==> config.mk <==
export PLATFORM = sky130hd
export DESIGN_NAME = shape_encoder_7b_to_3b
export DESIGN_NICKNAME = d
export VERILOG_FILES = /design/src/rtl/shape_pkg.sv /design/src/rtl/shape_match_lut.sv /design/src/rtl/shape_encoder_7b_to_3b.sv
export SDC_FILE = /design/constraint.sdc
export NUM_CORES = 1
export LEC_CHECK = 0
export ABC_AREA = 1
export BUFFER_PORTS_ARGS = -buffer_cell sky130_fd_sc_hd__buf_2
export CAP_MARGIN = 20
export CORE_ASPECT_RATIO = 0.5
export CORE_UTILIZATION = 30
export CTS_BUF_LIST = sky130_fd_sc_hd__clkbuf_8 sky130_fd_sc_hd__clkbuf_16
export DETAILED_ROUTE_END_ITERATION = 6
export GPL_TIMING_DRIVEN = 0
export PLACE_DENSITY_LB_ADDON = 0.08
export SKIP_LAST_GASP = 1
export SLEW_MARGIN = 20
export SYNTH_ARGS = -nofsm -noshare
export SYNTH_HDL_FRONTEND = slang
export SYNTH_HIERARCHICAL = 1
export SYNTH_SLANG_ARGS = --single-unit
export TNS_END_PERCENT = 1
==> constraint.sdc <==
create_clock -name Clk -period 1.85 [get_ports Clk]
set_clock_uncertainty 0.15 [all_clocks]
set_input_delay 0.2775 -clock Clk [delete_from_list [all_inputs] [get_ports Clk]]
set_output_delay 0.2775 -clock Clk [all_outputs]
set_load 0.05 [all_outputs]
==> src/rtl/shape_pkg.sv <==
// Shared shape constants: segment table for the 3b<->7b shape codec, kind codes, buffer states.
package shape_pkg;
    localparam int SHAPE_W = 7;
    localparam int CODE_W  = 3;
    localparam int KIND_W  = 2;

    // Active-low segment patterns {g..a}, indexed by shape code
    localparam logic [SHAPE_W-1:0] SHAPE_TABLE [8] = '{
        7'b0011100, 7'b0011110, 7'b1011110, 7'b1011111,
        7'b0100011, 7'b0110011, 7'b1110011, 7'b1101111
    };

    localparam logic [SHAPE_W-1:0] SHAPE_BLANK = 7'b1111111;

    localparam logic [KIND_W-1:0] KIND_MATCH   = 2'b00;
    localparam logic [KIND_W-1:0] KIND_BLANK   = 2'b01;
    localparam logic [KIND_W-1:0] KIND_ILLEGAL = 2'b10;

    typedef enum logic [1:0] {
        BUF_EMPTY = 2'd0,
        BUF_ONE   = 2'd1,
        BUF_TWO   = 2'd2
    } buf_state_t;
endpackage

==> src/rtl/shape_match_lut.sv <==
// Combinational reverse lookup: 7-bit active-low segment pattern -> {code, kind}.
// Unknown patterns report ILLEGAL with code 0; all-dark reports BLANK with code 0.
module shape_match_lut
    import shape_pkg::*;
(
    input  logic [SHAPE_W-1:0] shape,
    output logic [CODE_W-1:0]  code,
    output logic [KIND_W-1:0]  kind
);

    always_comb begin
        code = '0;
        kind = KIND_ILLEGAL;
        if (shape == SHAPE_BLANK) begin
            kind = KIND_BLANK;
        end else begin
            for (int i = 0; i < 8; i++) begin
                if (shape == SHAPE_TABLE[i]) begin
                    code = CODE_W'(i);
                    kind = KIND_MATCH;
                end
            end
        end
    end

endmodule

==> src/rtl/shape_encoder_7b_to_3b.sv <==
// Shape encoder: classifies segment patterns and queues {code, kind} in a 2-entry registered buffer.
// Build option SHAPE_ENC_BLANK_DROP_EN: BLANK patterns are accepted but never produce an output beat.
module shape_encoder_7b_to_3b
    import shape_pkg::*;
#(
    parameter int CNT_W = 8
) (
    input  logic                Clk,
    input  logic                Rst,
    input  logic [SHAPE_W-1:0]  ShapeIn,
    input  logic                ShapeInValid,
    output logic                ShapeInReady,
    output logic [CODE_W-1:0]   CodeOut,
    output logic [KIND_W-1:0]   CodeKind,
    output logic                CodeValid,
    input  logic                CodeReady,
    output logic [CNT_W-1:0]    IllegalCount,
    output logic                IllegalSeen
);

    logic [CODE_W-1:0] lut_code;
    logic [KIND_W-1:0] lut_kind;
    logic [CODE_W-1:0] tail_code;
    logic [KIND_W-1:0] tail_kind;
    logic              push;
    logic              pop;
    logic              keep;
    buf_state_t        state;

    shape_match_lut u_lut (
        .shape (ShapeIn),
        .code  (lut_code),
        .kind  (lut_kind)
    );

    assign push = ShapeInValid & ShapeInReady;
    assign pop  = CodeValid & CodeReady;

`ifdef SHAPE_ENC_BLANK_DROP_EN
    // Dropped blanks still complete the input handshake but leave the buffer untouched
    assign keep = push && (lut_kind != KIND_BLANK);
`else
    assign keep = push;
`endif

    always_ff @(posedge Clk) begin
        if (Rst) begin
            state        <= BUF_EMPTY;
            ShapeInReady <= 1'b1;
            CodeValid    <= 1'b0;
            CodeOut      <= '0;
            CodeKind     <= KIND_MATCH;
            tail_code    <= '0;
            tail_kind    <= KIND_MATCH;
            IllegalCount <= '0;
            IllegalSeen  <= 1'b0;
        end else begin
            case (state)
                BUF_EMPTY: begin
                    if (keep) begin
                        CodeOut   <= lut_code;
                        CodeKind  <= lut_kind;
                        CodeValid <= 1'b1;
                        state     <= BUF_ONE;
                    end
                end
                BUF_ONE: begin
                    if (keep && !pop) begin
                        tail_code    <= lut_code;
                        tail_kind    <= lut_kind;
                        ShapeInReady <= 1'b0;
                        state        <= BUF_TWO;
                    end else if (pop && !keep) begin
                        CodeValid <= 1'b0;
                        state     <= BUF_EMPTY;
                    end else if (keep && pop) begin
                        CodeOut  <= lut_code;
                        CodeKind <= lut_kind;
                    end
                end
                BUF_TWO: begin
                    if (pop) begin
                        CodeOut      <= tail_code;
                        CodeKind     <= tail_kind;
                        ShapeInReady <= 1'b1;
                        state        <= BUF_ONE;
                    end
                end
                default: begin
                    state        <= BUF_EMPTY;
                    ShapeInReady <= 1'b1;
                    CodeValid    <= 1'b0;
                end
            endcase

            if (push && lut_kind == KIND_ILLEGAL) begin
                IllegalSeen <= 1'b1;
                if (IllegalCount != {CNT_W{1'b1}})
                    IllegalCount <= IllegalCount + 1'b1;
            end
        end
    end

endmodule
# Word-level counts from Yosys, hierarchy flattened
# Index checks and enable logic that the tools add are counted.
# totals
in_bits	11
elab_cells	90
register_bits	23
out_inout_bits	16
# op_classes
addsub	1
reduce_logical	14
mux	41
n_bitwise	4
eq_ne	21
# ops
op	count
2-bit 2-to-1 mux	20
7-bit == test, second input constant	5
3-bit 2-to-1 mux	10
7-bit by 5-bit == test with 1-bit output, second input constant	2
7-bit by 6-bit == test with 1-bit output, second input constant	2
2-bit inequality test, second input constant	7
2-bit case mux with 3 select lines	2
3-bit case mux with 3 select lines	1
8-bit by 1-bit adder with 8-bit output, second input constant	1
8-bit inequality test, second input constant	1
1-bit 2-to-1 mux	6
1-bit case mux with 3 select lines	2
3-bit AND reduction	2
6-bit AND reduction	1
2-bit == test, second input constant	2
1-bit logical AND	4
2-bit AND reduction	2
4-bit AND reduction	1
3-bit inequality test, second input constant	1
3-bit nonzero test	1
1-bit AND	2
2-bit by 1-bit == test with 1-bit output, second input constant	1
1-bit zero test	2
2-bit zero test	1
1-bit inverter	2

# Longest topological paths before layout
# Gate-level depths: netlist of run 1.
# depth
depth_word	14
mapped_depth	12
depth_no_buf	12

# Modules after synthesis
# The synthesis of run 1 kept the hierarchy.
# by_module_without_submodules
module	area_per_inst_um2	cells_per_inst	seq_area_each_um2	instances
shape_encoder_7b_to_3b	1193.6	184	460.4	1
shape_match_lut	182.7	43	0.0	1

# Worst setup path after synthesis of run 1
# No wires, ideal clock.
# synth_timing
path_kind	register -> register
from	reg CodeValid
to	reg CodeKind[0]
stages_incl_launch_ff	9
arrival_ps	1607
setup_time_ps	114
t_required_ps	1586
setup_slack_ps	-21
path_buffers	0
path_cell_list	dfxtp_1 nand2_1 ha_1 o21ai_0 inv_1 nor2_2 nand3_1 nand2_1 nor2_1
# synth_between
elab_chain_len	5
# synth_lines
element	line	text
start: declaration	shape_encoder_7b_to_3b.sv:15	output logic CodeValid,
start signal: assignment	shape_encoder_7b_to_3b.sv:50	CodeValid <= 1'b0;
start signal: assignment	shape_encoder_7b_to_3b.sv:63	CodeValid <= 1'b1;
start signal: assignment	shape_encoder_7b_to_3b.sv:74	CodeValid <= 1'b0;
1-bit AND *	shape_encoder_7b_to_3b.sv:37	assign pop = CodeValid & CodeReady;
1-bit zero test	shape_encoder_7b_to_3b.sv:68	if (keep && !pop) begin
1-bit logical AND	shape_encoder_7b_to_3b.sv:68	
2-bit inequality test (no line)	n/a	
6-bit AND reduction (no line) *	n/a	
end signal: assignment	shape_encoder_7b_to_3b.sv:62	CodeKind <= lut_kind;
end signal: assignment	shape_encoder_7b_to_3b.sv:78	CodeKind <= lut_kind;
end signal: assignment	shape_encoder_7b_to_3b.sv:84	CodeKind <= tail_kind;
end: declaration	shape_encoder_7b_to_3b.sv:14	output logic [KIND_W-1:0] CodeKind,
# Mark *: on every way between the ends. The rest lies on a longest branch, timed or not.
# A chain may end at the register's enable or synchronous reset.

# Final worst setup path of run 1
# layout_timing
from	in ShapeIn[3]
to	reg IllegalCount[5]
# layout_between
elab_chain_len	13
# layout_lines
element	line	text
start: declaration	shape_encoder_7b_to_3b.sv:10	input logic [SHAPE_W-1:0] ShapeIn,
7-bit by 5-bit == test with 1-bit output	shape_match_lut.sv:18	if (shape == SHAPE_TABLE[i]) begin
2-bit 2-to-1 mux (8 in a row)	shape_match_lut.sv:18	
2-bit 2-to-1 mux *	shape_match_lut.sv:14	if (shape == SHAPE_BLANK) begin
named net lut_kind[1]	shape_encoder_7b_to_3b.sv:22	logic [KIND_W-1:0] lut_kind;
2-bit == test *	shape_encoder_7b_to_3b.sv:96	if (push && lut_kind == KIND_ILLEGAL) begin
1-bit logical AND *	shape_encoder_7b_to_3b.sv:96	
2-bit AND reduction (no line) *	n/a	
end signal: assignment	shape_encoder_7b_to_3b.sv:99	IllegalCount <= IllegalCount + 1'b1;
end: declaration	shape_encoder_7b_to_3b.sv:17	output logic [CNT_W-1:0] IllegalCount,
# The timed path passes the listed nets; every way through them passes the cells marked *.

==> results.md, run 1 <==
- CTS tree: yes
- Leakage: between 0.0008 and 0.0009 uW
- DRT antenna net count: 0
- Fmax: between 0.5 and 0.6 GHz
- Largest cells by area after synthesis: dfxtp_1 (33%), nand2_1 (20%), nor2_1 (10%), nand3_1 (8.0%), inv_1 (6.8%)
- Yosys top cell area share: 33.45%
- Worst Hold Class: input port to flip-flop
- CP cell instances: buf_2, nand2_1, nor2_1, nand3_1, nand2_1, nor2_1, inv_1, nor3_4, buf_4, nand4_1, nand2_1, nor2_1
- Multiplexer area fraction after synthesis: 0%
- Total CTS buffers: 3
- PD cells: approximately 880 nW/um^2
- IO Port Bufs: 26
- Initial antenna violation count: 0
- Failing checks: DRC
- Worst Path Required: 1850 ps
- XOR/XNOR Fraction of Synth Area: 0.6364%
- Routed wire length per instance: 9.932 microns
- Die Footprint: 4879 sq um
- Vias after detailed routing: ~1400
- Worst Max-Slew Pin Slew: about 500 ps
- Crit path kind: input port to flip-flop
- Worst Path Buf+Inv: 3
- Max cap viols: 0
- Via density: 4.585
- Count leader, synth: nand2_1
- Post-Synth Simple-Gate Area: a little under half
- Avg Cell Area, Syn: just over 6 sq um
- Post-CTS sizing: 0
- WP data arrival: 1680 ps
- Setup tns final: 0 ps
- Clk root buf: clkbuf_8
- Largest net degree at the start of global routing: 14
- Maximum vdd drop: between 200 and 300 uV
- Synth-to-Final Area Change: 18.18%
- GRT overflow: 0
- Final wirelength: just over 3 mm
- Latest clock arrival within the worst-skew pair: 270 ps
- Setup Viol. Count Final: 0
- Chip width: 97.79 microns
- Post-CTS setup buffers: 0
- Syn Nets: ~240
- Final Slew Violations: 0
- Synth Cell Area: roughly 1400 sq um
- GRT Total Usage: a little over an eighth
- Synth Area in Compound Gates: around 6.8%
- Number of antenna diodes: 0
- CP max stage delay: 230 ps
- Slowest cell on crit path: nor3_4
- Final net count: 272
- Initial DRC Count: 42
- Biggest area consumer among synthesized cells: dfxtp_1
- I/O Pins: 27
- Adder-Cell Fraction of Synth Area: 2.727%
- Clock slew at reported path FFs: 90 ps
- Routability cong.: roughly 0.9
- Synth Warn #: 6
- Largest family of logic cells by synthesized area: simple AND/OR/NAND/NOR gates
- EDFF count, synth: 0
- Fin. Hold Viols: 0
- Vias in the first global route: approximately 1200
- Total power: roughly 1400 uW
- Initial core utilization: about 33%
- Core ar.: roughly 4100 sq um
- Unique masters post-synth: 21
- Site Rows: 16
- CP top delay family: simple AND/OR/NAND/NOR gates
- Post-synth ARST share: 0%
- Cts hold-fix bufs: 0
- Minimum clock period: 1683 ps
- DP HPWL: 2.465 mm
- H-tree levels: 1
- CP startpoint kind: input port
- CP Capture Type: flip-flop
- Ys flop type: dfxtp_1
- Cells after Synth: roughly 230
- Clock sink count: 23
- CP max FO: 10
- RSZ-0062 raised after global routing: false
- Most instantiated cells after synthesis: nand2_1 (74), nor2_1 (37), inv_1 (25), dfxtp_1 (23), nand3_1 (22)
- Tcrit/Tclk final: 91.00%
- Status: finished with violations
- Residual DRC: 2
- First-pass GRT wire length: 5.133 mm
- Register bit total from synthesis: 23
- Rel. slew slack: approximately 67%
- DRT Pass-1 Iters: 6
- Die Ht: about 50 microns
- Sequential share of the synthesized area: about a third
- Layout cells sized above 1: a little under a fifth
- CTS max path bufs: 2
[state kept, by name, indices dropped and copies added, names as in the netlist]
| register | count |
|---|---|
| IllegalCount | 8 |
| state | 2 |
| CodeValid | 1 |
| CodeOut | 3 |
| CodeKind | 2 |
| tail_code | 3 |
| ShapeInReady | 1 |
| IllegalSeen | 1 |
| tail_kind | 2 |
[cell families after synthesis]
logic type | after synthesis
AND/OR/NAND/NOR | 152
flip-flops | 23
adder cells (fa/ha/maj) | 3
buffers and inverters | 31
XOR/XNOR | 1
AO/OA/AOI/OAI | 17
[path summary, 6_finish.rpt]
| kind | start | to | slack (ps) | cells after the start |
|---|---|---|---|---|
| max | ShapeIn[3] | IllegalCount[5]$_SDFFE_PP0P_ | 170 | 12 |
| min | Rst | tail_kind[0]$_SDFFE_PP0P_ | 110 | 2 |
| max reg2reg | ShapeInReady$_SDFFE_PP1P_ | CodeKind[1]$_SDFFE_PP0P_ | 170 | 9 |
| min reg2reg | IllegalSeen$_SDFFE_PP0P_ | IllegalSeen$_SDFFE_PP0P_ | 320 | 2 |
[area by class of cell]
cell class / instances / area (sq um)
inverter: 29 / 108.9
buffer: 2 / 11.26
fill: 467 / 2517
clock buffer: 3 / 41.29
multi-input combinational: 173 / 800.8
sequential: 23 / 461.7
clock inverter: 1 / 5.005
timing repair buffer: 26 / 130.1
tap: 54 / 67.56
[cell usage in the layout (no fill, tap or decap), types with 2 or more instances in the layout]
| cell type | instances |
|---|---|
| nand4_1 | 6 |
| o21ai_0 | 2 |
| nand2_2 | 3 |
| nand2_1 | 74 |
| dfxtp_1 | 22 |
| ha_1 | 3 |
| buf_2 | 26 |
| inv_2 | 3 |
| clkbuf_8 | 3 |
| a21oi_1 | 12 |
| nand3_1 | 22 |
| inv_1 | 25 |
| nor2_1 | 37 |
| nor2_2 | 6 |
[power breakdown]
| part | switching [uW] | total (uW) | internal, uW |
|---|---|---|---|
| clock network | 172 | 322 | 151 |
| logic | 378 | 521 | 143 |
| registers | 38.9 | 590 | 551 |
[worst register-to-register path: stages, from the launching register on]
cell,delay (ps)
dfxtp_1,330
nand2_2,130
inv_1,70
ha_1,220
o21ai_1,170
inv_1,70
nor2_2,200
nand3_1,100
nand2_1,80
nor2_1,50
[through the flow]
stage	cell area (sq um)	util (%)	hold WS, ps	worst slack, ps	instances
after CTS	1622	39.13	106.6	97.77	311
after global placement	1575	38.01	301.1	-116.8	307
after detailed placement	1575	38.01	304.9	-120.0	307
after floorplan	1378	-	196.6	23.93	227
after global routing	1627	39.25	99.42	0.1539	311
final	1627	39.25	106.2	166.6	311
[layer usage]
metal	up-vias	global-route usage, %	share of wire, %
li1	768	-	-
met2	37	21.28	43
met3	4	3.688	5.4
met5	-	0	0
met1	617	17.47	51
met4	0	2.273	0.58
(Power assumes the default switching activity.)
==> inputs of run 2 (changes only) <==
- ABC_AREA: 1 -> unset
- CORE_ASPECT_RATIO: 0.5 -> unset
- CORE_UTILIZATION: 30 -> 53
==> results.md, run 2 <==
- Status: finished with violations
- Failing checks: setup timing
- Minimum clock period: 1945 ps (+261.3 ps)
- Ys flop type: dfxtp_1
- Worst setup margin: -94.76 ps (-261.3 ps)
- GRT Total Usage: 23.70% (+11 points)
- Post-synth ARST share: 0% (unchanged)
- Adder-Cell Fraction of Synth Area: 2.947% (+0.22 points)
- Site Rows: 17 (+1)
- Die Ht: 51.02 microns (+2.3%)
- Sequential share of the synthesized area: 36.15% (+2.7 points)
- I/O Pins: 27 (unchanged)
- Largest net degree at the start of global routing: 13 (-1)
- Worst Path Required: 1860 ps (about the same)
- Final Slew Violations: 0 (unchanged)
- Yosys top cell area share: 36.15% (+2.7 points)
- RSZ-0062 raised after global routing: true
- Layout cells sized above 1: 36.07% (+18 points)
- Most common cell after layout, fill and taps aside: buf_2
- Synth Cell Area: 1274 sq um (-7.5%)
- Count leader, synth: dfxtp_1
- Total CTS buffers: 3 (unchanged)
- Clock slew at reported path FFs: 80 ps (about the same)
- Setup Viol. Count Final: 7 (+7)
- Multiplexer area fraction after synthesis: 6.090% (+6.1 points)
- Dpl cells: 201 (-35%)
- Largest family of logic cells by synthesized area: simple AND/OR/NAND/NOR gates
- Top reg by flops: IllegalCount
- Hold EP: CodeOut[0]$_SDFFE_PP0P_
- Chip width: 51.02 microns (-48%)
- Most frequent cells in the layout: buf_2 (23), dfxtp_1 (21), nor2_1 (14)
- CP Capture Type: flip-flop
- Die Footprint: 2603 sq um (-47%)
- PD cells: 807.9 nW/um^2 (-8.3%)
- Most instantiated cells after synthesis: dfxtp_1 (23), nor2_1 (14), a21oi_1 (13), nand2_1 (13), nand3_1 (9)
- Cells after Synth: 148 (-35%)
- Worst reg-to-reg setup slack: -60 ps (-230 ps)
- WP data arrival: 1950 ps (+270 ps)
- Number of flip-flops in the largest register: 8 (unchanged)
- Crit path kind: input port to flip-flop
- Residual DRC: 0 (-2)
- Unique masters post-synth: 42 (+100%)
- Synth-to-Final Area Change: 27.11%
- Worst Hold Class: input port to flip-flop
- Routed wire length per instance: 13.22 microns (+33%)
- Worst r2r src: CodeValid$_SDFFE_PP0P_
- Hold Path Depth: 2 (unchanged)
- DRT antenna net count: 0 (unchanged)
- First-pass GRT wire length: 4.588 mm (-11%)
- FF-to-FF path depth: 6 (-3)
- Via density: 5.526 (+21%)
- Max cap viols: 0 (unchanged)
- CTS tree: yes
- Clock sink count: 23 (unchanged)
- Synth Area in Compound Gates: 17.78% (+11 points)
- Tcrit/Tclk final: 105.1% (+14 points)
- Worst Max-Slew Pin Slew: 553.7 ps (+51.56 ps)
- Initial antenna violation count: 0 (unchanged)
- DRT Pass-1 Iters: 4 (-2)
- CP max FO: 5 (-5)
- Initial core utilization: 57.03% (+24 points)
- Maximum vdd drop: 641.2 uV (+130%)
- Avg Cell Area, Syn: 8.606 sq um (+42%)
- Vias after detailed routing: 1166 (-18%)
- Worst Setup SP: ShapeIn[3]
- Fillers: 187 (-60%)
- Leakage: 0.0006756 uW (-17%)
- Largest cells by area after synthesis: dfxtp_1 (36%), mux2_2 (5.3%), a21oi_1 (5.1%), nor2_1 (4.1%), xor2_1 (4.1%)
- Number of antenna diodes: 0 (unchanged)
- Cts hold-fix bufs: 0 (unchanged)
- Initial DRC Count: 10 (-76%)
- H-tree levels: 1 (unchanged)
- Top Registers: IllegalCount (8), CodeOut (3), tail_code (3)
- GRT overflow: 0 (unchanged)
- Vias in the first global route: 1045 (-12%)
- Fmax: 0.5142 GHz (-13%)
- Reg2reg end: CodeOut[1]$_SDFFE_PP0P_
- Fin. Hold Viols: 0 (unchanged)
- Routability cong.: 0.7394 (-16%)
- IO Port Bufs: 25 (-3.8%)
- Latest clock arrival within the worst-skew pair: 260 ps (about the same)
- Post-Layout Cell Count: 211 (-32%)
- Biggest area consumer among synthesized cells: dfxtp_1
- Clk root buf: clkbuf_8
- Hold_sp: Rst
- Post-Synth Simple-Gate Area: 25.54% (-22 points)
- CTS max path bufs: 2 (unchanged)
- CP startpoint kind: input port
- Rel. slew slack: 63.09% (-3.4 points)
- DP HPWL: 1.928 mm (-22%)
- XOR/XNOR Fraction of Synth Area: 4.813% (+4.2 points)
- Final wirelength: 2.790 mm (-9.7%)
- EDFF count, synth: 0 (unchanged)
- Syn Nets: 162 (-33%)
- Core ar.: 2233 sq um (-46%)
- Register bit total from synthesis: 23 (unchanged)
- Synth Warn #: 6 (unchanged)
- Total power: 1308 uW (-8.7%)
- Final net count: 198 (-27%)
==> run 2: cell count changes after synthesis, sizes merged, moves of 4 or more <==
cell and delta:
clkbuf +4, nand4 -5, and4bb +4, mux2 +6
nor2 -30, xor2 +5, a311oi +5, inv -19
nand2 -64, nand3 -13, o211ai +4
==> run 2: through the flow <==
step | hold slack, ps | TNS, ps | cell area (sq um) | util, % | worst slack, ps
3_5_place_dp | 299.7 | -3588 | 1440 | 64.48 | -556.3
3_3_place_gp | 289.8 | -3110 | 1440 | 64.48 | -506.4
6_report | 102.9 | -394.1 | 1619 | 72.49 | -94.76
2_1_floorplan | 199.6 | -1689 | 1280 | - | -293.8
4_1_cts | 102.8 | -1243 | 1603 | 71.76 | -170.0
5_1_grt | 110.1 | -1215 | 1619 | 72.49 | -180.2
==> run 2: cell families (layout without fill, tap and decap cells) <==
logic type / Yosys count / after routing
flops: 23 / 23
mux: 7 / 7
buf+inv: 18 / 53
fa+ha+maj: 3 / 3
xor+xnor: 7 / 7
simple gates: 57 / 57
compound gates: 33 / 33
==> run 2: worst max-delay path, cell delays in order <==
cell and delay [ps]:
buf_8 100, and3b_2 200, o211ai_1 240, a31o_1 200, and4b_2 270, o211ai_1 130
nor3_1 190, mux2_2 350
==> run 2: per-layer routing <==
layer	GRT usage, %	vias to the layer above	wire, microns	part of all wire, %
li1	-	595	-	-
met1	30.83	547	1416	51
met2	38.82	22	1260	45
met3	4.464	2	87	3.1
met4	8.333	0	26	0.93
met5	0	-	0	0
==> run 2: what timing repair did <==
item	CTS	global route
gates resized for setup	16	5
setup buffers	7	2
pin swaps	5	6
endpoints found under the setup margin	9	13
==> run 2: how the worst max path moves through the flow <==
stage / to / slack, ps / cells after the start
after floorplan: IllegalCount[7]$_SDFFE_PP0P_ / -290 / 9
after global placement: IllegalCount[7]$_SDFFE_PP0P_ / -510 / 9
after detailed placement: IllegalCount[7]$_SDFFE_PP0P_ / -560 / 9
after CTS: IllegalCount[7]$_SDFFE_PP0P_ / -170 / 9
after global routing: IllegalCount[7]$_SDFFE_PP0P_ / -180 / 8
final: IllegalCount[7]$_SDFFE_PP0P_ / -90 / 8
==> run 2: final cells by class <==
type                            count  area (sq um)  area share (%)
Clock buffer                        3         41.29           2.550
Tap cell                           28         35.03           2.164
Multi-Input combinational cell    107         789.5           48.76
Buffer                              6         35.03           2.164
Clock inverter                      1         3.754          0.2318
Sequential cell                    23         465.4           28.75
Timing Repair Buffer               34         215.2           13.29
Inverter                            9         33.78           2.087
==> run 2: power breakdown <==
part           total, uW  leakage (uW)  switching, uW  internal (uW)
logic                432      0.000461            280            151
clock network        305     0.0000269            157            148
registers            572      0.000188           32.9            539
==> inputs of run 3 (changes only) <==
- CORE_UTILIZATION: 53 -> 56
- CTS_BUF_LIST: sky130_fd_sc_hd__clkbuf_8 sky130_fd_sc_hd__clkbuf_16 -> sky130_fd_sc_hd__clkbuf_4 sky130_fd_sc_hd__clkbuf_8
- CTS_CLUSTER_DIAMETER: unset -> 80
- SKIP_CTS_REPAIR_TIMING: unset -> 1
==> results.md, run 3 (synthesized netlist as in run 2, its figures left out) <==
- Via density: 5.755 (+4.1%)
- Minimum clock period: 1977 ps (+32.42 ps)
- Setup Viol. Count Final: 7 (unchanged)
- DRT Pass-1 Iters: 4 (unchanged)
- CTS tree: yes
- Most frequent cells in the layout: buf_2 (22), dfxtp_1 (21), nor2_1 (14)
- Failing checks: setup timing
- GRT overflow: 0 (unchanged)
- Final wirelength: 2.800 mm (+0.36%)
- CP Capture Type: flip-flop
- CP max FO: 5 (unchanged)
- Site Rows: 16 (-1)
- Tcrit/Tclk final: 106.9% (+1.8 points)
- RSZ-0062 raised after global routing: true
- Top Registers: IllegalCount (8), CodeOut (3), tail_code (3)
- Worst setup margin: -127.2 ps (-32.42 ps)
- Initial DRC Count: 22 (+12)
- DRT antenna net count: 0 (unchanged)
- Layout cells sized above 1: 35.36% (-0.71 points)
- Hold_sp: Rst
- PD cells: 784.4 nW/um^2 (-2.9%)
- Post-Layout Cell Count: 208 (-1.4%)
- Worst r2r src: CodeValid$_SDFFE_PP0P_
- Crit path kind: input port to flip-flop
- Worst Path Required: 1920 ps (+60 ps)
- Total CTS buffers: 3 (unchanged)
- Die Footprint: 2469 sq um (-5.1%)
- Reg area: 465.4 sq um (unchanged)
- Final Slew Violations: 0 (unchanged)
- Vias in the first global route: 1094 (+4.7%)
- Rel. slew slack: 61.66% (-1.4 points)
- CP startpoint kind: input port
- Dpl cells: 200 (-0.50%)
- Chip width: 49.69 microns (-2.6%)
- Reg2reg end: CodeOut[0]$_SDFFE_PP0P_
- Worst Hold Class: input port to flip-flop
- Fin util: 78.25% (+5.8 points)
- Initial core utilization: 62.38% (+5.3 points)
- Leakage: 0.0006644 uW (-1.7%)
- Routed wire length per instance: 13.46 microns (+1.8%)
- Number of antenna diodes: 0 (unchanged)
- Fin. Hold Viols: 0 (unchanged)
- Max cap viols: 0 (unchanged)
- DP HPWL: 2.024 mm (+4.9%)
- Hold Path Depth: 2 (unchanged)
- Final net count: 196 (-1.0%)
- Clock sink count: 23 (unchanged)
- Status: finished with violations
- FF-to-FF path depth: 6 (unchanged)
- Setup tns final: -646.4 ps (-252.3 ps)
- Fmax: 0.5058 GHz (-1.6%)
- Fillers: 156 (-17%)
- Initial antenna violation count: 0 (unchanged)
- Largest net degree at the start of global routing: 13 (unchanged)
- Latest clock arrival within the worst-skew pair: 310 ps (+50 ps)
- IO Port Bufs: 25 (unchanged)
- WHS: 32.37 ps (-70.48 ps)
- CTS max path bufs: 2 (unchanged)
- GRT Total Usage: 23.27% (-0.43 points)
- Maximum vdd drop: 593.2 uV (-7.5%)
- I/O Pins: 27 (unchanged)
- Most common cell after layout, fill and taps aside: buf_2
- Vias after detailed routing: 1197 (+2.7%)
- WP data arrival: 2040 ps (+90 ps)
- Routability cong.: 0.7529 (+1.8%)
- Worst Setup SP: ShapeIn[1]
- Worst Max-Slew Pin Slew: 575.2 ps (+21.47 ps)
- First-pass GRT wire length: 4.512 mm (-1.7%)
- Number of flip-flops in the largest register: 8 (unchanged)
- H-tree levels: 1 (unchanged)
- Residual DRC: 0 (unchanged)
- Core ar.: 2042 sq um (-8.6%)
- Hold EP: CodeKind[0]$_SDFFE_PP0P_
- Worst reg-to-reg setup slack: -120 ps (-60 ps)
- Die Ht: 49.69 microns (-2.6%)
- Area of the multi-input gates: 780.7 sq um (-1.1%)
- Clock slew at reported path FFs: 130 ps (+50 ps)
- Synth-to-Final Area Change: 25.44%
- Top reg by flops: IllegalCount
- Clk root buf: clkbuf_4
run 3: per-stage QoR:
stage	area, sq um	total power (uW)	worst slack, ps
floorplan	1280	868.7	-293.8
global placement	1439	946.0	-516.1
detailed placement	1439	959.2	-550.7
CTS	1469	1195	-241.8
global route	1598	1313	-201.2
finish	1598	1253	-127.2
run 3: how the worst max path moves through the flow:
stage	endpoint	cells after the start
after floorplan	IllegalCount[7]$_SDFFE_PP0P_	9
after global placement	IllegalCount[7]$_SDFFE_PP0P_	9
after detailed placement	IllegalCount[7]$_SDFFE_PP0P_	9
after CTS	CodeOut[0]$_SDFFE_PP0P_	7
after global routing	IllegalCount[7]$_SDFFE_PP0P_	9
final	IllegalCount[7]$_SDFFE_PP0P_	10
run 3: area by class of cell:
type                    instances  area share [%]
plain buffers                   8           3.915
clock buffers                   4           1.879
inverters                       9           2.114
multi-input cells             107           48.86
flip-flops and latches         23           29.13
well taps                      27           2.114
repair buffers                 30           11.98
run 3: where the power goes:
group | total (uW) | internal [uW] | switching, uW
registers | 571 | 539 | 31.5
logic | 439 | 159 | 279
clock network | 244 | 98.7 | 145
run 3: critical path: stages:
cell and delay (ps):
buf_8 100, buf_4 120, and4_1 220, nand2_1 120
a31o_1 180, and4b_1 220, buf_6 120, o211ai_1 110
nor3_1 220, mux2_2 350
run 3: per-layer routing:
layer,GRT usage (%),share of wire (%)
met5,0,0
met2,45.27,53
met4,7.143,0.93
met1,24.86,43
met3,4.012,3.2
